==> src/rtl/noc_pkg.sv <==
// ============================================================================
// Module      : noc_pkg
// Description : Shared flit layout, TX FSM states and counter helpers for the
//               NoC processing-element endpoint.
// Revision    : 1.0 - initial release
// ============================================================================
`default_nettype none

package noc_pkg;

    localparam int unsigned MAX_FLIT_W = 256;
    localparam int unsigned MAX_CNT_W  = 64;

    localparam int unsigned ADDR_X_LSB = 0;

    typedef enum logic [0:0] {
        TX_IDLE = 1'b0,
        TX_HOLD = 1'b1
    } tx_state_e;

    function automatic int unsigned addr_y_lsb(input int unsigned x_size);
        return ADDR_X_LSB + x_size;
    endfunction

    function automatic int unsigned data_lsb(input int unsigned x_size,
                                             input int unsigned y_size);
        return ADDR_X_LSB + x_size + y_size;
    endfunction

    function automatic logic [MAX_FLIT_W-1:0] flit_pack(
        input int unsigned           x_size,
        input int unsigned           y_size,
        input logic [MAX_FLIT_W-1:0] dest_x,
        input logic [MAX_FLIT_W-1:0] dest_y,
        input logic [MAX_FLIT_W-1:0] data
    );
        return (data   << data_lsb(x_size, y_size)) |
               (dest_y << addr_y_lsb(x_size))       |
               (dest_x << ADDR_X_LSB);
    endfunction

    function automatic logic [MAX_FLIT_W-1:0] flit_field(
        input logic [MAX_FLIT_W-1:0] flit,
        input int unsigned           lsb,
        input int unsigned           width
    );
        return (flit >> lsb) & ~({MAX_FLIT_W{1'b1}} << width);
    endfunction

    // Add 0..3 to a counter of the given width, clamping at all-ones.
    function automatic logic [MAX_CNT_W-1:0] sat_add(
        input logic [MAX_CNT_W-1:0] cnt,
        input logic [1:0]           inc,
        input int unsigned          width
    );
        logic [MAX_CNT_W:0] sum;
        logic [MAX_CNT_W:0] lim;
        lim = {(MAX_CNT_W+1){1'b1}} >> (MAX_CNT_W + 1 - width);
        sum = {1'b0, cnt} + {{(MAX_CNT_W-1){1'b0}}, inc};
        return (sum > lim) ? lim[MAX_CNT_W-1:0] : sum[MAX_CNT_W-1:0];
    endfunction

endpackage

`default_nettype wire

==> src/rtl/noc_pe_endpoint_if.sv <==
// ============================================================================
// Module      : noc_pe_endpoint_if
// Description : Host TX/RX and switch local-port signals of one PE endpoint.
// Revision    : 1.0 - initial release
// ============================================================================
`default_nettype none

interface noc_pe_endpoint_if #(
    parameter int x_size     = 1,
    parameter int y_size     = 1,
    parameter int data_width = 32,
    parameter int CNT_W      = 16
);
    localparam int total_width = x_size + y_size + data_width;

    logic                   tx_valid;
    logic                   tx_ready;
    logic [x_size-1:0]      tx_dest_x;
    logic [y_size-1:0]      tx_dest_y;
    logic [data_width-1:0]  tx_data;

    logic                   o_valid_noc;
    logic                   i_ready_noc;
    logic [total_width-1:0] o_data_noc;
    logic                   i_valid_noc;
    logic [total_width-1:0] i_data_noc;

    logic                   rx_valid;
    logic                   rx_ready;
    logic [data_width-1:0]  rx_data;
    logic [CNT_W-1:0]       drop_cnt;
    logic [CNT_W-1:0]       err_cnt;

    // Endpoint side
    modport master (
        input  tx_valid, tx_dest_x, tx_dest_y, tx_data,
        output tx_ready,
        output o_valid_noc, o_data_noc,
        input  i_ready_noc, i_valid_noc, i_data_noc,
        output rx_valid, rx_data,
        input  rx_ready,
        output drop_cnt, err_cnt
    );

    // Host plus switch side
    modport slave (
        output tx_valid, tx_dest_x, tx_dest_y, tx_data,
        input  tx_ready,
        input  o_valid_noc, o_data_noc,
        output i_ready_noc, i_valid_noc, i_data_noc,
        input  rx_valid, rx_data,
        output rx_ready,
        input  drop_cnt, err_cnt
    );

endinterface

`default_nettype wire

==> src/rtl/noc_sync_fifo.sv <==
// ============================================================================
// Module      : noc_sync_fifo
// Description : Single-clock FIFO with extra-MSB pointers; head is shown
//               combinationally on dout_o. A push while full is accepted
//               only when a pop happens in the same cycle.
// Revision    : 1.0 - initial release
// ============================================================================
`default_nettype none

module noc_sync_fifo #(
    parameter int WIDTH = 32,
    parameter int DEPTH = 4
) (
    input  wire logic             clk,
    input  wire logic             rst_n,
    input  wire logic             push_i,
    input  wire logic             pop_i,
    input  wire logic [WIDTH-1:0] din_i,
    output logic      [WIDTH-1:0] dout_o,
    output logic                  full_o,
    output logic                  empty_o
);

    localparam int AW = $clog2(DEPTH);

    logic [AW:0]      wr_q;
    logic [AW:0]      rd_q;
    logic [WIDTH-1:0] mem_q [DEPTH];
    logic             do_push;
    logic             do_pop;

    assign empty_o = (wr_q == rd_q);
    assign full_o  = (wr_q[AW] != rd_q[AW]) && (wr_q[AW-1:0] == rd_q[AW-1:0]);
    assign do_pop  = pop_i && !empty_o;
    assign do_push = push_i && (!full_o || do_pop);
    assign dout_o  = mem_q[rd_q[AW-1:0]];

    always_ff @(posedge clk or negedge rst_n) begin
        if (!rst_n) begin
            wr_q <= '0;
            rd_q <= '0;
        end else begin
            if (do_push) wr_q <= wr_q + 1'b1;
            if (do_pop)  rd_q <= rd_q + 1'b1;
        end
    end

    always_ff @(posedge clk) begin
        if (do_push) mem_q[wr_q[AW-1:0]] <= din_i;
    end

endmodule

`default_nettype wire

==> src/rtl/noc_pe_endpoint.sv <==
// ============================================================================
// Module      : noc_pe_endpoint
// Description : PE-side endpoint of a switch local port: TX flit packing with
//               a valid/ready output stage, RX buffering with drop/error stats.
// Revision    : 1.0 - initial release
// ============================================================================
`default_nettype none

module noc_pe_endpoint
    import noc_pkg::*;
#(
    parameter int X           = 2,
    parameter int Y           = 2,
    parameter int x_coord     = 0,
    parameter int y_coord     = 0,
    parameter int data_width  = 32,
    parameter int x_size      = 1,
    parameter int y_size      = 1,
    parameter int total_width = x_size + y_size + data_width,
    parameter int TX_DEPTH    = 4,
    parameter int RX_DEPTH    = 4,
    parameter int CNT_W       = 16
) (
    input  wire logic          clk,
    input  wire logic          rstn,
    noc_pe_endpoint_if.master  bus
);

    localparam logic [x_size-1:0] C_X = x_size'(x_coord);
    localparam logic [y_size-1:0] C_Y = y_size'(y_coord);

    // Async assert, synchronous release of the internal reset
    logic [1:0] rst_sync_q;
    logic       rst_n;

    always_ff @(posedge clk or negedge rstn) begin
        if (!rstn) rst_sync_q <= 2'b00;
        else       rst_sync_q <= {rst_sync_q[0], 1'b1};
    end
    assign rst_n = rst_sync_q[1];

    // ------------------------------------------------------------------ TX
    logic                   tx_full;
    logic                   tx_empty;
    logic                   tx_accept;
    logic                   tx_bad;
    logic                   tx_push;
    logic                   tx_pop;
    logic [total_width-1:0] tx_flit;
    logic [total_width-1:0] tx_head;

    assign bus.tx_ready = !tx_full;
    assign tx_accept    = bus.tx_valid && !tx_full;
    assign tx_bad       = tx_accept &&
                          ((32'(bus.tx_dest_x) >= 32'(X)) ||
                           (32'(bus.tx_dest_y) >= 32'(Y)));
    assign tx_push      = tx_accept && !tx_bad;
    assign tx_flit      = total_width'(flit_pack(x_size, y_size,
                                                 MAX_FLIT_W'(bus.tx_dest_x),
                                                 MAX_FLIT_W'(bus.tx_dest_y),
                                                 MAX_FLIT_W'(bus.tx_data)));

    noc_sync_fifo #(
        .WIDTH (total_width),
        .DEPTH (TX_DEPTH)
    ) u_tx_fifo (
        .clk     (clk),
        .rst_n   (rst_n),
        .push_i  (tx_push),
        .pop_i   (tx_pop),
        .din_i   (tx_flit),
        .dout_o  (tx_head),
        .full_o  (tx_full),
        .empty_o (tx_empty)
    );

    tx_state_e              state_q;
    logic                   valid_q;
    logic [total_width-1:0] data_q;

    // Reload whenever the stage is empty or its flit is being taken
    assign tx_pop = !tx_empty && ((state_q == TX_IDLE) || bus.i_ready_noc);

    always_ff @(posedge clk or negedge rst_n) begin
        if (!rst_n) begin
            state_q <= TX_IDLE;
            valid_q <= 1'b0;
            data_q  <= '0;
        end else begin
            case (state_q)
                TX_IDLE: begin
                    if (!tx_empty) begin
                        data_q  <= tx_head;
                        valid_q <= 1'b1;
                        state_q <= TX_HOLD;
                    end
                end
                TX_HOLD: begin
                    if (bus.i_ready_noc) begin
                        if (!tx_empty) begin
                            data_q <= tx_head;
                        end else begin
                            valid_q <= 1'b0;
                            state_q <= TX_IDLE;
                        end
                    end
                end
                default: begin
                    valid_q <= 1'b0;
                    state_q <= TX_IDLE;
                end
            endcase
        end
    end

    assign bus.o_valid_noc = valid_q;
    assign bus.o_data_noc  = data_q;

    // ------------------------------------------------------------------ RX
    logic                  rx_full;
    logic                  rx_empty;
    logic                  rx_pop;
    logic                  rx_push;
    logic                  rx_drop;
    logic                  rx_misroute;
    logic [x_size-1:0]     rx_dx;
    logic [y_size-1:0]     rx_dy;
    logic [data_width-1:0] rx_payload;

    assign rx_dx      = x_size'(flit_field(MAX_FLIT_W'(bus.i_data_noc),
                                           ADDR_X_LSB, x_size));
    assign rx_dy      = y_size'(flit_field(MAX_FLIT_W'(bus.i_data_noc),
                                           addr_y_lsb(x_size), y_size));
    assign rx_payload = data_width'(flit_field(MAX_FLIT_W'(bus.i_data_noc),
                                               data_lsb(x_size, y_size),
                                               data_width));

    assign rx_pop      = !rx_empty && bus.rx_ready;
    assign rx_push     = bus.i_valid_noc && (!rx_full || rx_pop);
    assign rx_drop     = bus.i_valid_noc && !rx_push;
    assign rx_misroute = bus.i_valid_noc && ((rx_dx != C_X) || (rx_dy != C_Y));

    noc_sync_fifo #(
        .WIDTH (data_width),
        .DEPTH (RX_DEPTH)
    ) u_rx_fifo (
        .clk     (clk),
        .rst_n   (rst_n),
        .push_i  (rx_push),
        .pop_i   (rx_pop),
        .din_i   (rx_payload),
        .dout_o  (bus.rx_data),
        .full_o  (rx_full),
        .empty_o (rx_empty)
    );

    assign bus.rx_valid = !rx_empty;

    // ------------------------------------------------------------ counters
    logic [CNT_W-1:0] err_q;
    logic [CNT_W-1:0] err_d;
    logic [CNT_W-1:0] drop_q;
    logic [CNT_W-1:0] drop_d;
    logic [1:0]       err_inc;

    assign err_inc = {1'b0, tx_bad} + {1'b0, rx_misroute};
    assign err_d   = CNT_W'(sat_add(MAX_CNT_W'(err_q), err_inc, CNT_W));
    assign drop_d  = CNT_W'(sat_add(MAX_CNT_W'(drop_q), {1'b0, rx_drop}, CNT_W));

    always_ff @(posedge clk or negedge rst_n) begin
        if (!rst_n) begin
            err_q  <= '0;
            drop_q <= '0;
        end else begin
            err_q  <= err_d;
            drop_q <= drop_d;
        end
    end

    assign bus.err_cnt  = err_q;
    assign bus.drop_cnt = drop_q;

endmodule

`default_nettype wire

==> src/flat_wrapper.sv <==
// flat-port wrapper written by rule: the top's interface ports become plain ports
module noc_pe_endpoint_flat import noc_pkg::*;
#(
    parameter int X           = 2,
    parameter int Y           = 2,
    parameter int x_coord     = 0,
    parameter int y_coord     = 0,
    parameter int data_width  = 32,
    parameter int x_size      = 1,
    parameter int y_size      = 1,
    parameter int total_width = x_size + y_size + data_width,
    parameter int TX_DEPTH    = 4,
    parameter int RX_DEPTH    = 4,
    parameter int CNT_W       = 16
)
  (clk, rstn, bus_tx_valid, bus_tx_dest_x, bus_tx_dest_y, bus_tx_data, bus_tx_ready, bus_o_valid_noc, bus_o_data_noc, bus_i_ready_noc, bus_i_valid_noc, bus_i_data_noc, bus_rx_valid, bus_rx_data, bus_rx_ready, bus_drop_cnt, bus_err_cnt);
  noc_pe_endpoint_if #(.x_size(x_size), .y_size(y_size), .data_width(data_width), .CNT_W(CNT_W)) bus_i ();
  input  wire logic clk;
  input  wire logic rstn;
  input wire logic [$bits(bus_i.tx_valid)-1:0] bus_tx_valid;
  input wire logic [$bits(bus_i.tx_dest_x)-1:0] bus_tx_dest_x;
  input wire logic [$bits(bus_i.tx_dest_y)-1:0] bus_tx_dest_y;
  input wire logic [$bits(bus_i.tx_data)-1:0] bus_tx_data;
  output wire logic [$bits(bus_i.tx_ready)-1:0] bus_tx_ready;
  output wire logic [$bits(bus_i.o_valid_noc)-1:0] bus_o_valid_noc;
  output wire logic [$bits(bus_i.o_data_noc)-1:0] bus_o_data_noc;
  input wire logic [$bits(bus_i.i_ready_noc)-1:0] bus_i_ready_noc;
  input wire logic [$bits(bus_i.i_valid_noc)-1:0] bus_i_valid_noc;
  input wire logic [$bits(bus_i.i_data_noc)-1:0] bus_i_data_noc;
  output wire logic [$bits(bus_i.rx_valid)-1:0] bus_rx_valid;
  output wire logic [$bits(bus_i.rx_data)-1:0] bus_rx_data;
  input wire logic [$bits(bus_i.rx_ready)-1:0] bus_rx_ready;
  output wire logic [$bits(bus_i.drop_cnt)-1:0] bus_drop_cnt;
  output wire logic [$bits(bus_i.err_cnt)-1:0] bus_err_cnt;
  assign bus_i.tx_valid = bus_tx_valid;
  assign bus_i.tx_dest_x = bus_tx_dest_x;
  assign bus_i.tx_dest_y = bus_tx_dest_y;
  assign bus_i.tx_data = bus_tx_data;
  assign bus_tx_ready = bus_i.tx_ready;
  assign bus_o_valid_noc = bus_i.o_valid_noc;
  assign bus_o_data_noc = bus_i.o_data_noc;
  assign bus_i.i_ready_noc = bus_i_ready_noc;
  assign bus_i.i_valid_noc = bus_i_valid_noc;
  assign bus_i.i_data_noc = bus_i_data_noc;
  assign bus_rx_valid = bus_i.rx_valid;
  assign bus_rx_data = bus_i.rx_data;
  assign bus_i.rx_ready = bus_rx_ready;
  assign bus_drop_cnt = bus_i.drop_cnt;
  assign bus_err_cnt = bus_i.err_cnt;
  noc_pe_endpoint #(.X(X), .Y(Y), .x_coord(x_coord), .y_coord(y_coord), .data_width(data_width), .x_size(x_size), .y_size(y_size), .total_width(total_width), .TX_DEPTH(TX_DEPTH), .RX_DEPTH(RX_DEPTH), .CNT_W(CNT_W)) u_core (.clk(clk), .rstn(rstn), .bus(bus_i));
endmodule
==> config.mk <==
export PLATFORM = sky130hd
export DESIGN_NAME = noc_pe_endpoint_flat
export DESIGN_NICKNAME = d
export VERILOG_FILES = /design/src/rtl/noc_pkg.sv /design/src/rtl/noc_pe_endpoint_if.sv /design/src/rtl/noc_sync_fifo.sv /design/src/rtl/noc_pe_endpoint.sv /design/src/flat_wrapper.sv
export SDC_FILE = /design/constraint.sdc
export NUM_CORES = 1
export LEC_CHECK = 0
export ABC_CLOCK_PERIOD_IN_PS = 4600
export BUFFER_PORTS_ARGS = -buffer_cell sky130_fd_sc_hd__buf_2
export CORE_MARGIN = 2
export CORE_UTILIZATION = 60
export DETAILED_ROUTE_END_ITERATION = 8
export PLACE_DENSITY = 0.82
export SLEW_MARGIN = 0
export SYNTH_ARGS = -nofsm -noshare
export SYNTH_HDL_FRONTEND = slang
export SYNTH_HIERARCHICAL = 1
export SYNTH_SLANG_ARGS = --single-unit
==> constraint.sdc <==
create_clock -name clk -period 4.6 [get_ports clk]
set_input_delay 0.69 -clock clk [delete_from_list [all_inputs] [get_ports clk]]
set_output_delay 0.69 -clock clk [all_outputs]
set_load 0.05 [all_outputs]
**Word level (Yosys, flattened, before mapping)**

Memory sizes are Yosys's and may differ from the RTL's.
Index checks and enable logic that the tools add are counted.
W data, S select, Z words.

- Register bits: 82
- Memory bits (writable): 264
- Bits of input ports: 74
- Output and inout port bits: 101
- Word-level logic and storage cells: 71
- Memories: 2

Memory list:

| memory | depth | width | rd ports | clocked after memory_dff | write ports | line | source |
|---|---|---|---|---|---|---|---|
| u_core.u_tx_fifo.mem_q | 4 | 34 | 1 | 0 | 1 | noc_sync_fifo.sv:28 | `logic [WIDTH-1:0] mem_q [DEPTH];` |
| u_core.u_rx_fifo.mem_q | 4 | 32 | 1 | 0 | 1 | noc_sync_fifo.sv:28 |  |

- $add $sub $neg: 6
- Order comparisons: 2
- Equality and inequality tests: 9
- Multiplexer cells: 16
- Bitwise logic cells: 3
- Reductions and logical operators: 23

Operators with widths:

| operator | count |
|---|---|
| $mux W34 | 2 |
| $pmux W34 S2 | 1 |
| $add A16 B1 Y17 | 2 |
| $gt A17 B16 Y1 const B | 2 |
| $or A34 B1 Y34 | 1 |
| $or A34 B2 Y34 | 1 |
| $mux W16 | 2 |
| $add A3 B1 Y3 const B | 4 |
| $logic_and A1 B1 Y1 | 12 |
| $mux W1 | 9 |
| $eq A3 B3 Y1 | 2 |
| $logic_not A1 Y1 | 5 |
| $logic_or A1 B1 Y1 | 5 |
| $eq A2 B2 Y1 | 2 |
| $ne A2 B2 Y1 const B | 2 |
| $pmux W1 S2 | 2 |
| $reduce_and A3 Y1 | 1 |
| $ne A1 B1 Y1 | 2 |
| $ne A2 B1 Y1 const B | 1 |
| $not A1 Y1 | 1 |

**Depth between registers and ports, before layout**

- Word-level depth: 10
- Depth in mapped cells: 14
- Mapped depth without buffers: 11

**Modules after synthesis**

The synthesis kept the hierarchy.

By module, submodules not included:

| module | instances | cells an instance | area each (µm²) | sequential area each (µm²) |
|---|---|---|---|---|
| noc_sync_fifo at u_core.u_tx_fifo | 1 | 225 | 5342.6 | 4234.1 |
| noc_sync_fifo at u_core.u_rx_fifo | 1 | 211 | 5074.9 | 3993.8 |
| noc_pe_endpoint | 1 | 248 | 3014.1 | 1751.7 |

**Worst setup path after synthesis**

OpenSTA, ideal clock, no wires.

- Path kind: reg2reg
- From: register u_core.u_tx_fifo.rd_q[1]
- To: memory u_core/u_tx_fifo/mem_q[1][0] (netlist name) (enable)
- Setup time: 394 ps
- Arrival: 3081 ps
- Data required time: 4206 ps
- Setup slack: 1124 ps
- Cell stages (with the launch flop): 11
- Path buffers: 4
- Clock period less this slack: 3476 ps
- Path through: dfrtp_1 buf_2 xor2_1 buf_2 or2_2 nor2_1 a21oi_1 buf_2 clkbuf_1 or4_1 and3_1

- Cells in the longest elaborated chain, start to end: 8
- Elaborated cells between the ends (all ways): 12
- Classes of those cells: eq/ne: 2; mux: 2; reduce/logical: 8

RTL lines:

| element | line | source |
|---|---|---|
| start: declaration | noc_sync_fifo.sv:27 | `logic [AW:0] rd_q;` |
| start signal: assignment | noc_sync_fifo.sv:44 | `if (do_pop) rd_q <= rd_q + 1'b1;` |
| $eq A3 B3 Y1 | noc_sync_fifo.sv:32 | `assign empty_o = (wr_q == rd_q);` |
| via u_core.tx_empty | noc_pe_endpoint.sv:44 | `logic tx_empty;` |
| $logic_not A1 Y1 | noc_pe_endpoint.sv:82 | `assign tx_pop = !tx_empty && ((state_q == TX_IDLE) \|\| bus.i_ready_noc);` |
| $logic_and A1 B1 Y1 | noc_pe_endpoint.sv:82 |  |
| via u_core.tx_pop | noc_pe_endpoint.sv:48 | `logic tx_pop;` |
| $logic_and A1 B1 Y1 | noc_sync_fifo.sv:34 | `assign do_pop = pop_i && !empty_o;` |
| $logic_or A1 B1 Y1 | noc_sync_fifo.sv:35 | `assign do_push = push_i && (!full_o \|\| do_pop);` |
| $logic_and A1 B1 Y1 | noc_sync_fifo.sv:35 |  |
| $mux W1 | noc_sync_fifo.sv:49 | `if (do_push) mem_q[wr_q[AW-1:0]] <= din_i;` |
| $mux W1 (implied by the code) | noc_sync_fifo.sv:49 |  |
| end: declaration | noc_sync_fifo.sv:28 |  |

The timed path passes the listed nets, and every way through them passes these cells.

**Final worst setup path**

- From: register u_core.u_rx_fifo.wr_q[1]
- To: memory u_core.u_rx_fifo.mem_q[4][24], in the netlist u_core/u_rx_fifo/mem_q[2][24] (enable)

- Cells in the longest elaborated chain, start to end: 8
- Elaborated cells between the ends (all ways): 13
- Classes of those cells: eq/ne: 2; mux: 2; reduce/logical: 9

RTL lines:

| element | line | source |
|---|---|---|
| start: declaration | noc_sync_fifo.sv:26 | `logic [AW:0] wr_q;` |
| start signal: assignment | noc_sync_fifo.sv:43 | `if (do_push) wr_q <= wr_q + 1'b1;` |
| $eq A3 B3 Y1 | noc_sync_fifo.sv:32 |  |
| via u_core.rx_empty | noc_pe_endpoint.sv:121 | `logic rx_empty;` |
| $logic_not A1 Y1 | noc_pe_endpoint.sv:138 | `assign rx_pop = !rx_empty && bus.rx_ready;` |
| $logic_and A1 B1 Y1 | noc_pe_endpoint.sv:138 |  |
| $logic_or A1 B1 Y1 | noc_pe_endpoint.sv:139 | `assign rx_push = bus.i_valid_noc && (!rx_full \|\| rx_pop);` |
| $logic_and A1 B1 Y1 | noc_pe_endpoint.sv:139 |  |
| via u_core.rx_push | noc_pe_endpoint.sv:123 | `logic rx_push;` |
| $logic_and A1 B1 Y1 | noc_sync_fifo.sv:35 |  |
| $mux W1 | noc_sync_fifo.sv:49 |  |
| $mux W1 (implied by the code) | noc_sync_fifo.sv:49 |  |
| end: declaration | noc_sync_fifo.sv:28 |  |

The timed path passes the listed nets, and every way through them passes these cells.

==> flow_summary.ini <==
[outcome]
status = completed

[clocking]
htree_num_levels = 2
clock_path_buffers = 3
cts_num_sinks = 346
clkLatencyLatePin_ns = 0.52
cts_root_buffer = clkbuf_16
cts_tree = yes
cts.clk_slew.worst_paths_ns = 0.06
post_cts_buffers = 0
numCtsBuffers = 34

[sta]
worstMarginPinSlew_ns = 1.10
fin_skew_ns = 0.0230
drv_slew = 0
fmax_mhz = 282
fin_setup_tns_ns = 0
slew_headroom = 0.264
setup_violations = 0
rsz0062_at_grt = no
period_minus_slack_ns = 3.55
hold_viol = 0
period_share = 0.771

[critical_path]
startpoint_type = flip-flop
cp_num_buf_inv = 2
crit_start = u_core/u_rx_fifo/wr_q[1]
cpLargestDelayFamily = simple AND/OR/NAND/NOR gates
worstReg2RegEnd = u_core/u_rx_fifo/mem_q[2][24]
reg2reg_from = u_core/u_rx_fifo/wr_q[1]
reg2reg_depth = 7
required_ns = 4.78
crit_path_end_kind = flip-flop
cp_max_fo = 19
rrSetupSlack_ns = 1.05
crit_path_max_incr_delay_ns = 0.74
cp_num_cells = 7
cp_slowest_cell = and3_1
worstPathArrival_ns = 3.73
path_cells = xor2_1 -> nor3_1 -> inv_1 -> nand2_1 -> a21boi_0 -> and3_1 -> buf_4
path_class = reg2reg

[min_path]
hold_end = u_core/rst_sync_q[1]
hp-start = u_core/rst_sync_q[0]
hp-class = reg2reg
hold_depth = 0

[cells_and_area]
nNetsFinal = 967
mostFrequentLayoutCells = 264 x edfxtp_1, 174 x buf_2, 79 x dfrtp_1, 66 x mux4_2, 41 x nand2_1
synthToLayoutAreaGrowth_pct = 17.1
drive_gt1_frac = 0.388
final_common_cell = edfxtp_1
fin_util = 0.718

[detailed_routing]
finalWirelength_mm = 25.9
via_per_inst = 5.86
wire_per_inst_um = 21.8
ant_nets = 0
drtPass1Iterations = 5
drc = 0
drt_iter0_drc = 496
vias = 6954

[global_routing]
grt_pass1_vias = 7269
antenna_found_initial = 7
grt_pass1_wl_mm = 40.8
grt_max_degree = 81
grtUsageTotal = 0.223
grt-ovfl-total = 0

[floorplanning]
die_x_um = 154
start_util = 0.614
die_area_sq_um = 23600
die_h_um = 154
core_sq_um = 21900
num_rows = 54
ios = 175

[synthesis]
synth.ff_latch_count = 346
synth_edf_count = 264
synthCells = 684
synth_flop_cell = edfxtp_1
ys_seq_area_frac = 0.743
avgSynthCellArea_sq_um = 19.6
async_flop_share = 0.237
yosysUniqueCellTypes = 48
synth.cell_area_sq_um = 13400
ys_warn_count = 6
synthesis.nets = 773

[power]
irDropWorstVdd_mv = 0.672
power.density_nw_per_um2 = 750
leakagePower_uw = 0.00598

[placement]
port_buffers = 174
place_congestion = 0.821
dp_hpwl_mm = 15.9

[job]
cap_violations = 0
==> worst reg2reg max path: stages (launching register included) <==
cell	delay, ns
dfrtp_1	0.43
xor2_1	0.69
nor3_1	0.12
inv_1	0.11
nand2_1	0.08
a21boi_0	0.65
and3_1	0.75
buf_4	0.41
==> layout make-up <==
cell class	count	area, sq um
Antenna cell	3	7.51
Clock buffer	41	908
Clock inverter	20	188
Fill cell	1266	6160
Inverter	15	56.3
Multi-Input combinational cell	296	3280
Sequential cell	346	9990
Tap cell	280	350
Timing Repair Buffer	185	956
==> where the power goes <==
group | total [uW] | switching (uW) | internal (uW)
combinational | 4470 | 3000 | 1460
clock | 2690 | 1110 | 1580
sequential | 4640 | 363 | 4280
==> how the worst max path moves through the flow <==
stage | end
CTS | u_core/u_rx_fifo/mem_q[2][4]
finish | u_core/u_rx_fifo/mem_q[2][24]
detailed placement | u_core/u_rx_fifo/mem_q[2][24]
global route | u_core/u_rx_fifo/mem_q[2][24]
floorplan | u_core/u_tx_fifo/mem_q[1][0]
global placement | u_core/u_rx_fifo/mem_q[2][24]
==> synth_stat cells, types with 2 or more instances <==
| master | n | area, sq um |
|---|---|---|
| a21oi_1 | 2 | 10.0 |
| a31oi_1 | 2 | 12.5 |
| and2_1 | 2 | 12.5 |
| and3_1 | 10 | 62.6 |
| and4_1 | 3 | 26.3 |
| buf_1 | 3 | 11.3 |
| buf_2 | 15 | 75.1 |
| buf_6 | 2 | 22.5 |
| clkbuf_1 | 7 | 26.3 |
| dfrtp_1 | 82 | 2050 |
| edfxtp_1 | 264 | 7930 |
| ha_1 | 15 | 188 |
| inv_1 | 15 | 56.3 |
| mux2_1 | 3 | 33.8 |
| mux2_2 | 38 | 428 |
| mux4_2 | 66 | 1490 |
| nand2_1 | 41 | 154 |
| nand2b_1 | 2 | 12.5 |
| nand3_1 | 9 | 45.0 |
| nand4_1 | 10 | 62.6 |
| nor2_1 | 11 | 41.3 |
| nor2b_1 | 2 | 12.5 |
| nor3_1 | 6 | 30.0 |
| nor4_1 | 4 | 25.0 |
| o211ai_1 | 2 | 15.0 |
| o21a_1 | 2 | 15.0 |
| o21ai_0 | 4 | 20.0 |
| o311ai_0 | 2 | 17.5 |
| o311ai_1 | 2 | 17.5 |
| o31ai_1 | 3 | 22.5 |
| o41ai_1 | 2 | 17.5 |
| o41ai_2 | 2 | 32.5 |
| or2b_1 | 2 | 15.0 |
| or4_1 | 4 | 30.0 |
| xnor2_1 | 17 | 149 |
| xor2_1 | 16 | 140 |
==> routing by layer <==
metal	up-vias	global-route usage	routed length, um
met1	3555	0.294	10200
met4	8	0.0585	491
met5	-	0	54
li1	3096	-	-
met3	42	0.0578	1800
met2	253	0.375	13400
==> per-stage QoR <==
step	area [sq um]	power, uW	setup slack, ns	cells	hold slack, ns
finish	15700	11800	1.05	1186	0.350
global route	15700	12300	0.732	1184	0.354
CTS	15700	11900	1.08	1183	0.353
detailed placement	14600	9180	1.17	1121	0.340
global placement	14600	9000	1.46	1121	0.337
floorplan	13400	8090	1.12	684	0.331
==> logic make-up after synthesis <==
kind of cell,synth area share
compound gates,0.0156
simple gates,0.0436
other cells,0.000279
xor+xnor,0.0236
mux,0.146
fa+ha+maj,0.0140
buf+inv,0.0143
flops,0.743
==> sequential cells by signal, summed over array words and instances, names as in the netlist <==
| name | cells |
|---|---|
| u_core/bus.drop_cnt | 16 |
| u_core/bus.err_cnt | 16 |
| u_core/bus.o_data_noc | 34 |
| u_core/bus.o_valid_noc | 1 |
| u_core/rst_sync_q | 2 |
| u_core/state_q | 1 |
| u_core/u_rx_fifo/mem_q | 128 |
| u_core/u_rx_fifo/rd_q | 3 |
| u_core/u_rx_fifo/wr_q | 3 |
| u_core/u_tx_fifo/mem_q | 136 |
| u_core/u_tx_fifo/rd_q | 3 |
| u_core/u_tx_fifo/wr_q | 3 |
==> what timing repair did <==
action	4_1_cts	5_1_grt
hold buffers	1	0
hold endpoints to repair	2	0
resized for setup	0	0
Power figures use the tool's default switching activity.
